[src/rtl/ddr_test_sequencer.sv]
// Command sequencer for the DDR3 traffic generator: a sequential fill of the
// test space followed by LFSR-driven random bursts, with completion tracking and a hang timeout.
module ddr_test_sequencer #(
    parameter int          CTRL_ADDR_WIDTH = 28,
    parameter int          MEM_SPACE_AW    = 18,
    parameter logic [31:0] LFSR_SEED       = 32'h1357_9BDF,
    parameter int          TIMEOUT_CYC     = 4096
) (
    input  logic                       clk,
    input  logic                       rst,
    input  logic                       ddr_init_done,
    input  logic                       test_start,
    input  logic [1:0]                 test_mode,
    input  logic                       write_done_p,
    input  logic                       read_done_p,
    output logic                       write_en,
    output logic                       read_en,
    output logic [CTRL_ADDR_WIDTH-1:0] random_rw_addr,
    output logic [3:0]                 random_axi_id,
    output logic [3:0]                 random_axi_len,
    output logic                       init_fill_done,
    output logic                       busy,
    output logic                       timeout_err,
    output logic [31:0]                wr_cmd_cnt,
    output logic [31:0]                rd_cmd_cnt
);
    localparam int          BW       = MEM_SPACE_AW - 7;
    localparam int          TW       = $clog2(TIMEOUT_CYC + 1);
    localparam logic [31:0] SEED     = (LFSR_SEED == 32'h0) ? 32'h1 : LFSR_SEED;
    localparam logic [BW-1:0] BLK_LAST = {BW{1'b1}};

    typedef enum logic [2:0] {S_IDLE, S_FILL, S_WR, S_RD, S_GAP, S_HALT} state_t;
    typedef enum logic [1:0] {T_FILL, T_RD, T_MODE} gap_tgt_t;

    state_t      r_state, w_state_next;
    gap_tgt_t    r_gap_tgt, w_gap_tgt_next;
    logic        r_pair, w_pair_next;
    logic [31:0] r_lfsr, w_lfsr_next, w_lfsr_step, w_load_src;
    logic [BW-1:0] r_blk, w_blk_next;
    logic [3:0]  r_id, w_id_next, r_len, w_len_next;
    logic        r_fill_done, w_fill_done_next, r_tmo_err, w_tmo_err_next;
    logic [31:0] r_wr_cnt, w_wr_cnt_next, r_rd_cnt, w_rd_cnt_next;
    logic [TW-1:0] r_tmo, w_tmo_next;
    logic        r_wen, w_wen_next, r_ren, w_ren_next, r_busy, w_busy_next;
    logic        w_load, w_tmo_hit;

    assign w_tmo_hit = (r_tmo == TW'(TIMEOUT_CYC - 1));

    always_ff @(posedge clk or posedge rst) begin
        if (rst) begin
            r_state   <= S_IDLE;
            r_gap_tgt <= T_FILL;
            r_pair    <= 1'b0;
        end else begin
            r_state   <= w_state_next;
            r_gap_tgt <= w_gap_tgt_next;
            r_pair    <= w_pair_next;
        end
    end

    always_comb begin
        w_state_next   = r_state;
        w_gap_tgt_next = r_gap_tgt;
        w_pair_next    = r_pair;
        case (r_state)
            S_IDLE: if (test_start && ddr_init_done) begin
                w_gap_tgt_next = T_MODE;
                w_state_next   = r_fill_done ? S_GAP : S_FILL;
            end
            S_FILL: if (write_done_p) begin
                w_gap_tgt_next = (r_blk == BLK_LAST) ? T_MODE : T_FILL;
                w_state_next   = test_start ? S_GAP : S_IDLE;
            end else if (w_tmo_hit) begin
                w_state_next = S_HALT;
            end
            S_WR: if (write_done_p) begin
                // a paired write hands the same burst to the following read
                w_gap_tgt_next = r_pair ? T_RD : T_MODE;
                w_state_next   = test_start ? S_GAP : S_IDLE;
            end else if (w_tmo_hit) begin
                w_state_next = S_HALT;
            end
            S_RD: if (read_done_p) begin
                w_gap_tgt_next = T_MODE;
                w_state_next   = test_start ? S_GAP : S_IDLE;
            end else if (w_tmo_hit) begin
                w_state_next = S_HALT;
            end
            S_GAP: begin
                case (r_gap_tgt)
                    T_FILL:  w_state_next = S_FILL;
                    T_RD:    w_state_next = S_RD;
                    default: begin
                        w_state_next = (test_mode == 2'd1) ? S_RD : S_WR;
                        w_pair_next  = (test_mode != 2'd2);
                    end
                endcase
            end
            S_HALT: if (!test_start) w_state_next = S_IDLE;
            default: w_state_next = S_IDLE;
        endcase
    end

    always_comb begin
        w_lfsr_step      = {r_lfsr[30:0], r_lfsr[31] ^ r_lfsr[21] ^ r_lfsr[1] ^ r_lfsr[0]};
        w_lfsr_next      = r_lfsr;
        w_load_src       = r_lfsr;
        w_load           = 1'b0;
        w_blk_next       = r_blk;
        w_id_next        = r_id;
        w_len_next       = r_len;
        w_fill_done_next = r_fill_done;
        w_tmo_err_next   = r_tmo_err;
        w_wr_cnt_next    = r_wr_cnt;
        w_rd_cnt_next    = r_rd_cnt;
        case (r_state)
            S_IDLE: if (test_start && ddr_init_done) begin
                if (r_fill_done) begin
                    w_load = 1'b1;
                end else begin
                    w_blk_next = '0;
                    w_id_next  = 4'h0;
                    w_len_next = 4'hF;
                end
            end
            S_FILL: if (write_done_p) begin
                w_wr_cnt_next = r_wr_cnt + 32'd1;
                // r_blk doubles as the fill index while filling
                if (r_blk == BLK_LAST) begin
                    w_fill_done_next = 1'b1;
                    w_load           = 1'b1;
                end else begin
                    w_blk_next = r_blk + 1'b1;
                    w_id_next  = r_id + 4'd1;
                end
            end else if (w_tmo_hit) begin
                w_tmo_err_next = 1'b1;
            end
            S_WR: if (write_done_p) begin
                w_wr_cnt_next = r_wr_cnt + 32'd1;
                if (!r_pair) begin
                    w_lfsr_next = w_lfsr_step;
                    w_load_src  = w_lfsr_step;
                    w_load      = 1'b1;
                end
            end else if (w_tmo_hit) begin
                w_tmo_err_next = 1'b1;
            end
            S_RD: if (read_done_p) begin
                w_rd_cnt_next = r_rd_cnt + 32'd1;
                w_lfsr_next   = w_lfsr_step;
                w_load_src    = w_lfsr_step;
                w_load        = 1'b1;
            end else if (w_tmo_hit) begin
                w_tmo_err_next = 1'b1;
            end
            default: ;
        endcase
        if (w_load) begin
            w_len_next = w_load_src[11:8];
            w_id_next  = w_load_src[15:12];
            w_blk_next = w_load_src[31 -: BW];
        end
        if (w_state_next != r_state || !(r_state inside {S_FILL, S_WR, S_RD}))
            w_tmo_next = '0;
        else
            w_tmo_next = r_tmo + 1'b1;
        w_wen_next  = (w_state_next == S_FILL) || (w_state_next == S_WR);
        w_ren_next  = (w_state_next == S_RD);
        w_busy_next = (w_state_next != S_IDLE);
    end

    always_ff @(posedge clk or posedge rst) begin
        if (rst) begin
            r_lfsr      <= SEED;
            r_blk       <= '0;
            r_id        <= 4'h0;
            r_len       <= 4'h0;
            r_fill_done <= 1'b0;
            r_tmo_err   <= 1'b0;
            r_wr_cnt    <= 32'd0;
            r_rd_cnt    <= 32'd0;
            r_tmo       <= '0;
            r_wen       <= 1'b0;
            r_ren       <= 1'b0;
            r_busy      <= 1'b0;
        end else begin
            r_lfsr      <= w_lfsr_next;
            r_blk       <= w_blk_next;
            r_id        <= w_id_next;
            r_len       <= w_len_next;
            r_fill_done <= w_fill_done_next;
            r_tmo_err   <= w_tmo_err_next;
            r_wr_cnt    <= w_wr_cnt_next;
            r_rd_cnt    <= w_rd_cnt_next;
            r_tmo       <= w_tmo_next;
            r_wen       <= w_wen_next;
            r_ren       <= w_ren_next;
            r_busy      <= w_busy_next;
        end
    end

    assign write_en       = r_wen;
    assign read_en        = r_ren;
    assign random_rw_addr = CTRL_ADDR_WIDTH'({r_blk, 7'b0});
    assign random_axi_id  = r_id;
    assign random_axi_len = r_len;
    assign init_fill_done = r_fill_done;
    assign busy           = r_busy;
    assign timeout_err    = r_tmo_err;
    assign wr_cmd_cnt     = r_wr_cnt;
    assign rd_cmd_cnt     = r_rd_cnt;
endmodule

[config.mk]
export PLATFORM = sky130hd
export DESIGN_NAME = ddr_test_sequencer
export DESIGN_NICKNAME = d
export VERILOG_FILES = /design/src/rtl/ddr_test_sequencer.sv
export SDC_FILE = /design/constraint.sdc
export NUM_CORES = 1
export LEC_CHECK = 0
export ABC_AREA = 1
export BUFFER_PORTS_ARGS = -buffer_cell sky130_fd_sc_hd__clkbuf_2
export CELL_PAD_IN_SITES_DETAIL_PLACEMENT = 1
export CELL_PAD_IN_SITES_GLOBAL_PLACEMENT = 1
export CORE_ASPECT_RATIO = 0.5
export CORE_MARGIN = 4
export CORE_UTILIZATION = 25
export CTS_BUF_LIST = sky130_fd_sc_hd__clkbuf_2
export DETAILED_ROUTE_END_ITERATION = 10
export GPL_TIMING_DRIVEN = 0
export PLACE_DENSITY = 0.58
export SYNTH_ARGS = -nofsm -noshare
export SYNTH_HDL_FRONTEND = slang
export SYNTH_SLANG_ARGS = --single-unit
[constraint.sdc]
create_clock -name clk -period 4.8 [get_ports clk]
set_input_delay 0.24 -clock clk [delete_from_list [all_inputs] [get_ports clk]]
set_output_delay 0.24 -clock clk [all_outputs]
set_load 0.05 [all_outputs]
# == Word-level counts from Yosys, hierarchy flattened ==
# Index checks and enable logic that the tools add are counted.
# word_totals
regBits,139
inputBits,8
output_inout_bits,105
elab_cells,126
# classes
add_sub_neg,5
n_eq_ne,26
muxes,50
bitwise_logic,4
reduce_logical,25
# ops
operator,count
32-bit two-way mux,3
32-bit by 1-bit adder with 32-bit output (second input constant),2
32-bit case mux with 2 select lines,1
11-bit two-way mux,5
4-bit two-way mux,9
11-bit case mux with 2 select lines,1
3-bit two-way mux,7
2-bit != test (second input constant),8
3-bit case mux with 5 select lines,1
13-bit by 1-bit adder with 13-bit output (second input constant),1
13-bit by 12-bit == test with 1-bit output (second input constant),1
13-bit two-way mux,1
3-bit by 2-bit == test with 1-bit output (second input constant),4
2-bit two-way mux,6
3-bit != test (second input constant),4
11-bit by 1-bit adder with 11-bit output (second input constant),1
11-bit == test (second input constant),1
1-bit two-way mux,11
5-bit AND reduction,2
3-bit AND reduction,3
3-bit nonzero test,3
2-bit case mux with 4 select lines,1
4-bit case mux with 2 select lines,1
2-bit nonzero test,4
20 further kinds,29

# == Logic depth before layout (Yosys ltp) ==
# Gate-level depths: netlist of the first run.
# depth
depth_word,7
mapped_depth,13
ltp_nobuf,12

# == Worst setup path before layout of the first run ==
# OpenSTA, ideal clock, no wires.
# synth_timing
kind,reg-to-reg
startpoint,register r_blk[0]
endpoint,register r_len[0] (netlist: random_axi_len[0])
setup_time_ns,0.120
t_arrival_ns,1.852
required_time_ns,4.680
setup_slack_ns,2.828
path_stages_with_launch,11
path_buffers,0
synth_period_minus_slack_ns,1.972
cell_sequence,dfrtp_1 > ha_1 > nand2_1 > nor2_1 > nand3_1 > nand2_1 > nand2_1 > nand2_2 > inv_2 > o21ai_0 > inv_1
# synth_between
elab_chain_len,6
elab_cells_between_ends,9
classes_between,eq/ne (2); mux (4); reduce/logical (3)
# synth_rtl
item,line,rtl
from (decl),39,"logic [BW-1:0] r_blk, w_blk_next;"
from (signal assigned),189,r_blk <= w_blk_next;
11-bit == test *,129,if (r_blk == BLK_LAST) begin
1-bit two-way mux *,129,
1-bit two-way mux *,126,S_FILL: if (write_done_p) begin
1-bit case mux with 4 select lines *,116,case (r_state)
2-bit by 1-bit != test with 1-bit output (no line) / 2-bit nonzero test (equally long branches),--,
3-bit AND reduction (no line),--,
to (signal assigned),191,r_len <= w_len_next;
to (decl),40,"logic [3:0] r_id, w_id_next, r_len, w_len_next;"
# Every way passes the cells marked *; elsewhere a longest branch is shown, timed or not.
# A chain may end at the register's enable or synchronous reset.

# == Final worst setup path of the first run ==
# layout_timing
startpoint,register r_state[2]
endpoint,register r_tmo[3]
# layout_between
elab_chain_len,6
elab_cells_between_ends,18
classes_between,eq/ne (6); mux (7); reduce/logical (5)
# layout_rtl
item,line,rtl
from (decl),35,"state_t r_state, w_state_next;"
from (signal assigned),55,r_state <= w_state_next;
"3-bit by 1-bit == test with 1-bit output, or another cell as far along","65, 164",
"2-bit OR reduction (no line), or another cell as far along",--,
3-bit case mux with 5 select lines,65,case (r_state)
3-bit != test,164,"if (w_state_next != r_state || !(r_state inside {S_FILL, S_WR, S_RD}))"
1-bit logical OR *,164,
13-bit two-way mux *,164,
via w_tmo_next[3],43,"logic [TW-1:0] r_tmo, w_tmo_next;"
to (signal assigned),196,r_tmo <= w_tmo_next;
to (decl),43,
# Mark *: on every way through the listed nets, which the timed path passes. The rest lies on a longest branch.

==> results of run 1 <==
-- layer usage --
layer / global-route usage, % / vias to the layer above / wire length [um]
met4: 5.14 / 0 / 446
met1: 16.9 / 3022 / 9460
li1: - / 2992 / -
met5: 0 / - / 0
met2: 23.2 / 80 / 10100
met3: 3.22 / 26 / 768
-- metrics by stage --
step	setup WS, ns	instance area (sq um)	instances	util, %	power, W
6_report	1.83	8640	1407	30.8	0.00376
2_1_floorplan	0.869	7270	883	-	0.00259
5_1_grt	1.64	8640	1407	30.8	0.00404
3_5_place_dp	2.70	8260	1361	29.5	0.00300
4_1_cts	1.83	8640	1405	30.8	0.00383
3_3_place_gp	-1.18	8230	1360	29.3	0.00296
-- state kept, by name, summed over array words and instances, names as in the netlist --
| register | cells |
|---|---|
| r_tmo | 13 |
| r_blk | 11 |
| wr_cmd_cnt | 32 |
| init_fill_done | 1 |
| r_lfsr | 32 |
| random_axi_len | 4 |
| read_en | 1 |
| rd_cmd_cnt | 32 |
| timeout_err | 1 |
| write_en | 1 |
| random_axi_id | 4 |
| busy | 1 |
| r_state | 3 |
| r_pair | 1 |
| r_gap_tgt | 2 |
-- what timing repair did --
| item | CTS | global route |
|---|---|---|
| hold endpoints to repair | 181 | 0 |
| endpoints found under the setup margin | 0 | 0 |
| setup buffers | 0 | 0 |
| hold buffers | 12 | 0 |
-- placed cells by master, fill, tap and decap left out, types with 12 or more instances in the layout --
cell type / n
nand2_1: 265
dfrtp_1: 119
clkbuf_2: 112
nor2_1: 83
inv_1: 76
nand3_1: 47
xor2_1: 44
xnor2_1: 31
nor3_1: 27
o21ai_0: 25
nand4_1: 23
buf_4: 22
dfstp_2: 20
conb_1: 17
nor3_2: 12
dlygate4sd3_1: 12
-- path summary, 6_finish.rpt --
path,end,slack (ns),cells past startpoint
max,r_tmo[3],1.83,13
min,r_pair,0.27,6
max reg2reg,r_tmo[3],1.83,13
min reg2reg,r_lfsr[20],0.48,2
max in group asynchronous,r_lfsr[28],3.37,5
min in group asynchronous,rd_cmd_cnt[17],0.56,4
-- worst max-delay path: cells and delay by family, from the launching register on --
family	cells	cell delay, ns
buf+inv	3	1.30
flops	1	0.52
simple gates	10	1.08
-- logic make-up (layout without fill, tap and decap cells) --
logic type               Yosys count  count (layout)  synth area share, %
AND/OR/NAND/NOR                  489             489                 30.5
flip-flops                       139             139                 48.6
buffers and inverters            118             258                 7.70
XOR/XNOR                          75              75                 9.11
AO/OA/AOI/OAI                     40              40                 3.17
adder cells (fa/ha/maj)            5               5                0.867
other                              1              19               0.0520
-- power groups by stage --
stage	sequential [W]	combinational [W]	clock, W
floorplan	0.00182	0.000767	0
global placement	0.00156	0.00140	0
detailed placement	0.00157	0.00143	0
CTS	0.00155	0.00146	0.000826
global route	0.00157	0.00158	0.000879
finish	0.00154	0.00143	0.000784
-- layout make-up --
cell class                 instances  area (sq um)
fill                            3383         19400
sequential                       139          3500
multi-input combinational        626          3210
timing repair buffer             108           623
tap                              382           478
inverter                          85           324
buffer                            33           236
clock inverter                    15           173
clock buffer                      17          85.1
antenna                            2          5.00
==> run metrics, run 1 <==
vias in the first global route 6613; Critical R2R Launch r_state[2]; final worst-path cycle share 61.8%; Final Max Slew Viols 0; RSZ-0062 raised after global routing false; core area 28000 sq um; layout cells sized above 1 22.3%; Placer Congestion 0.810; # rows 43; Critical Path Source Type flip-flop; Cells after Synth 867; Worst-path clk slew 0.22 ns; WP data required 5.55 ns; leakage 4.29 nW; critical-path cell list nor2_2, nand2_2, nand2_2, nand2_4, nand2_1, nand2_1, dlygate4sd3_1, nand2_1, dlygate4sd3_1, nor2_2, nand3_2, buf_6, nor3_2; Reg power frac 41.1%; remaining global-route overflow 0; GRT Total Usage 13.6%; number of max-cap violations 0; Worst EP arrival 3.72 ns; largest cells by area after synthesis dfrtp_1 (41%), nand2_1 (14%), dfstp_2 (7.3%); PwrDens 435 nW/um^2; Fin Clk Skew 0.0381 ns; Comb power frac 38.1%; global-route wire length before repair 34.2 mm; vias post-DR 6120; initial drt markers 228; top cell type's share of synthesized area 41.3%; dpl hpwl 15.6 mm; TNS Setup 0 ns; Sw Ratio 45.1%; outcome complete, no violations; register area share after synthesis 48.6%; total CTS buffers 17; ys async rst share 100%; clock group share of total power 20.9%; Top FF cell, synth dfrtp_1; most frequent cells after synthesis nand2_1 (265), dfrtp_1 (119), nor2_1 (83); crit path from r_state[2]; CP Capture Type flip-flop; Syn Area/Cell 8.32 sq um; root buf cell clkbuf_2; post-cts sizing count 0; Ports 113; total routed wirelength 20.7 mm; Die Y 128 um; Area growth syn-to-layout 19.8%; min cycle time layout 2.97 ns; worst vdd ir 0.141 mV; synthesized cell area 7210 sq um; #FFs+latches synth 139; nets@finish 1023; drt wl/cell 14.7 um; critical path's slowest cell dlygate4sd3_1; Internal 0.00206 W; yosys warns 0; most common cell in the netlist nand2_1; port bufs 95; largest area contributor in the netlist dfrtp_1; Net Sw Power 0.00169 W; final antenna-violating net count 0; most used cell, CP nand2_1; Fin Hold WS 0.266 ns; full die area 31800 sq um; total iterations of the first detailed-routing run 4; worst skew pair latency 0.82 ns; Initial Util 25.7%; Crit Path Max Fanout 10; slowest stage delay, CP 0.56 ns; CTS tree done; hold_sp test_mode[0]; CTS sink cnt 139; Post-synth EDFFs 0; routed vias/inst 4.35; Final Hold Fails 0; Cell variety after synth 37; Die Width 248 um; fmax 337 MHz; initial antenna violation count 2; CP Class flip-flop to flip-flop; Slew HR 61.8%; HP Class input port to flip-flop; largest net degree at the start of global routing 91; H-tree levels 4; Setup Viol. Count Final 0; largest buffer count on any clock path 2; Tightest Pin Transition 0.573 ns; DRC 0
Note: power is estimated with default switching activity, not from simulation.
==> run 2: changes to the inputs <==
clock period = 2.87 ns   (was 4.8 ns; I/O delays follow)
==> run 2 against run 1 <==
Effect of this change:
- worst setup slack got worse by 1.6 ns
- clock power increased by 27%
- critical endpoint is now busy
- cell area decreased by 0.72%
- register-to-register slack got worse by 1.6 ns
- highest routed layer unchanged
- count of clock-buffer cells in the layout increased by 3
- sequential share of layout area increased by 0.30 points
- critical path type unchanged
- wire length decreased by 1.7%
==> run metrics, run 2 (synthesis gave the netlist of run 1 again) <==
outcome complete, no violations; routed vias/inst 4.29 (-1.3%); vias post-DR 6040 (-1.3%); critical-path cell list buf_4, nor2_2, nand2_2, nand2_2, nand2_4, nand2_1, nand2_1, nand2_1, dlygate4sd3_1, nor2_2, nand2_1, dlygate4sd3_1; full die area 31800 sq um (unchanged); CTS tree done; WP data required 3.56 ns (-1.99 ns); Worst-path clk slew 0.20 ns (-0.02 ns); total routed wirelength 20.4 mm (-1.7%); DRC 0 (unchanged); crit path from r_state[1]; largest net degree at the start of global routing 40 (-56%); initial drt markers 315 (+38%); post-cts sizing count 0 (unchanged); largest buffer count on any clock path 2 (unchanged); commonest non-fill, non-tap cell in the layout nand2_1; RSZ-0062 raised after global routing false; initial antenna violation count 1 (-1); core area 28000 sq um (unchanged); critical path's slowest cell dlygate4sd3_1; PwrDens 693 nW/um^2 (+60%); CP Capture Point busy; drt wl/cell 14.5 um (-1.7%); slowest stage delay, CP 0.57 ns (about the same); crit-path leading delay family buffers and inverters; Worst Reg-to-Reg Cells 12 (-1); port bufs 95 (unchanged); area of the multi-input gates 3210 sq um (unchanged); remaining global-route overflow 0 (unchanged); final worst-path cycle share 90.4% (+29 points); final antenna-violating net count 0 (unchanged); Initial Util 25.7% (unchanged); total CTS buffers 17 (unchanged); worst vdd ir 0.205 mV (+45%); CTS sink cnt 139 (unchanged); Final Max Slew Viols 0 (unchanged); most used cell, CP nand2_1; Tightest Pin Transition 0.783 ns (+0.210 ns); FILL cells 3409 (+0.77%); Placer Congestion 0.823 (+1.6%); Die Width 248 um (unchanged); Slew HR 47.7% (-14 points); layout cells sized above 1 22.5% (+0.17 points); Worst EP arrival 3.29 ns (-0.43 ns); Setup Viol. Count Final 0 (unchanged); leakage 4.27 nW (-0.52%); # rows 43 (unchanged); hold-fix buffers at CTS 11 (-1); global-route wire length before repair 34.1 mm (-0.24%); number of max-cap violations 0 (unchanged); nets@finish 1024 (+0.098%); dpl hpwl 15.9 mm (+1.8%); root buf cell clkbuf_2; Final Hold Fails 0 (unchanged); Setup WS pre-CTS 0.785 ns (-1.91 ns); GRT Total Usage 13.5% (-0.17 points); CP Class flip-flop to flip-flop; worst skew pair latency 0.79 ns (-0.03 ns); worst setup margin 0.275 ns (-1.56 ns); Critical Path Source Type flip-flop; Storage cell area 3500 sq um (unchanged); Critical R2R Launch r_state[1]; min cycle time layout 2.59 ns (-0.372 ns); CP Depth 12 (-1); Fin Clk Skew 0.0351 ns (-0.00300 ns); H-tree levels 4 (unchanged); Area growth syn-to-layout 18.9%; most frequent cells in the layout nand2_1 (265), dfrtp_1 (119), clkbuf_2 (115); total iterations of the first detailed-routing run 4 (unchanged); Buffers & Inverters on Critical Path 3 (unchanged); CP Capture Type flip-flop; worst reg2reg setup slack 0.28 ns (-1.56 ns); Ports 113 (unchanged); Fin Hold WS 0.283 ns (+0.0169 ns); vias in the first global route 6429 (-2.8%); fmax 385 MHz (+14%); HP Class input port to flip-flop; Die Y 128 um (unchanged); Crit Path Max Fanout 10 (unchanged); Setup Buffers After CTS 0 (unchanged); RR Endpoint busy
-- run 2: cell types whose count changed in the layout (fill, tap and decap cells not counted), sizes merged --
cell         change
diode            -1
inv              -3
clkinvlp         +1
clkinv           +2
bufinv           -3
buf              +2
dlygate4sd3      -1
clkbuf           +3
-- run 2: final cells by class --
class,instances,share of cell area (%)
antenna,1,0.0292
buffer,33,2.76
clock buffer,20,1.17
clock inverter,12,0.890
inverter,85,3.76
multi-input combinational,626,37.5
sequential,139,40.8
tap,382,5.57
timing repair buffer,109,7.53
-- run 2: where the power goes --
group,leakage [nW],internal (W),switching (W)
clock network,0.115,0.000228,0.000771
logic,2.37,0.000638,0.00173
registers,1.78,0.00233,0.000249
-- run 2: stage by stage --
stage	area, sq um	setup TNS (ns)	util, %	power, W	instances
2_1_floorplan	7280	0	-	0.00433	883
3_3_place_gp	8230	-9.66	29.4	0.00493	1360
3_5_place_dp	8290	0	29.6	0.00499	1363
4_1_cts	8580	0	30.6	0.00606	1406
5_1_grt	8580	0	30.6	0.00639	1407
6_report	8580	0	30.6	0.00595	1407
-- run 2: worst min-delay path, delay by kind of cell --
kind	cells	cell delay, ns
AO/OA/AOI/OAI	1	0.10
buffers and inverters	3	0.80
-- run 2: worst min-delay path by stage --
stage                      start              to  slack (ns)  cells after the start
floorplan           test_mode[1]          r_pair        0.32                      3
finish              write_done_p  init_fill_done        0.28                      4
detailed placement           rst  rd_cmd_cnt[29]        0.33                      2
CTS                 write_done_p  init_fill_done        0.18                      4
global route         read_done_p   rd_cmd_cnt[0]        0.18                      4
global placement    test_mode[1]          r_pair        0.43                      4
-- run 2: metal layers --
layer,vias to the layer above,global-route usage [%],share of wire [%]
met5,-,0,0
met4,0,3.16,0.92
met3,13,3.34,2.7
met2,63,23.4,50
met1,2968,17.0,47
li1,2996,-,-
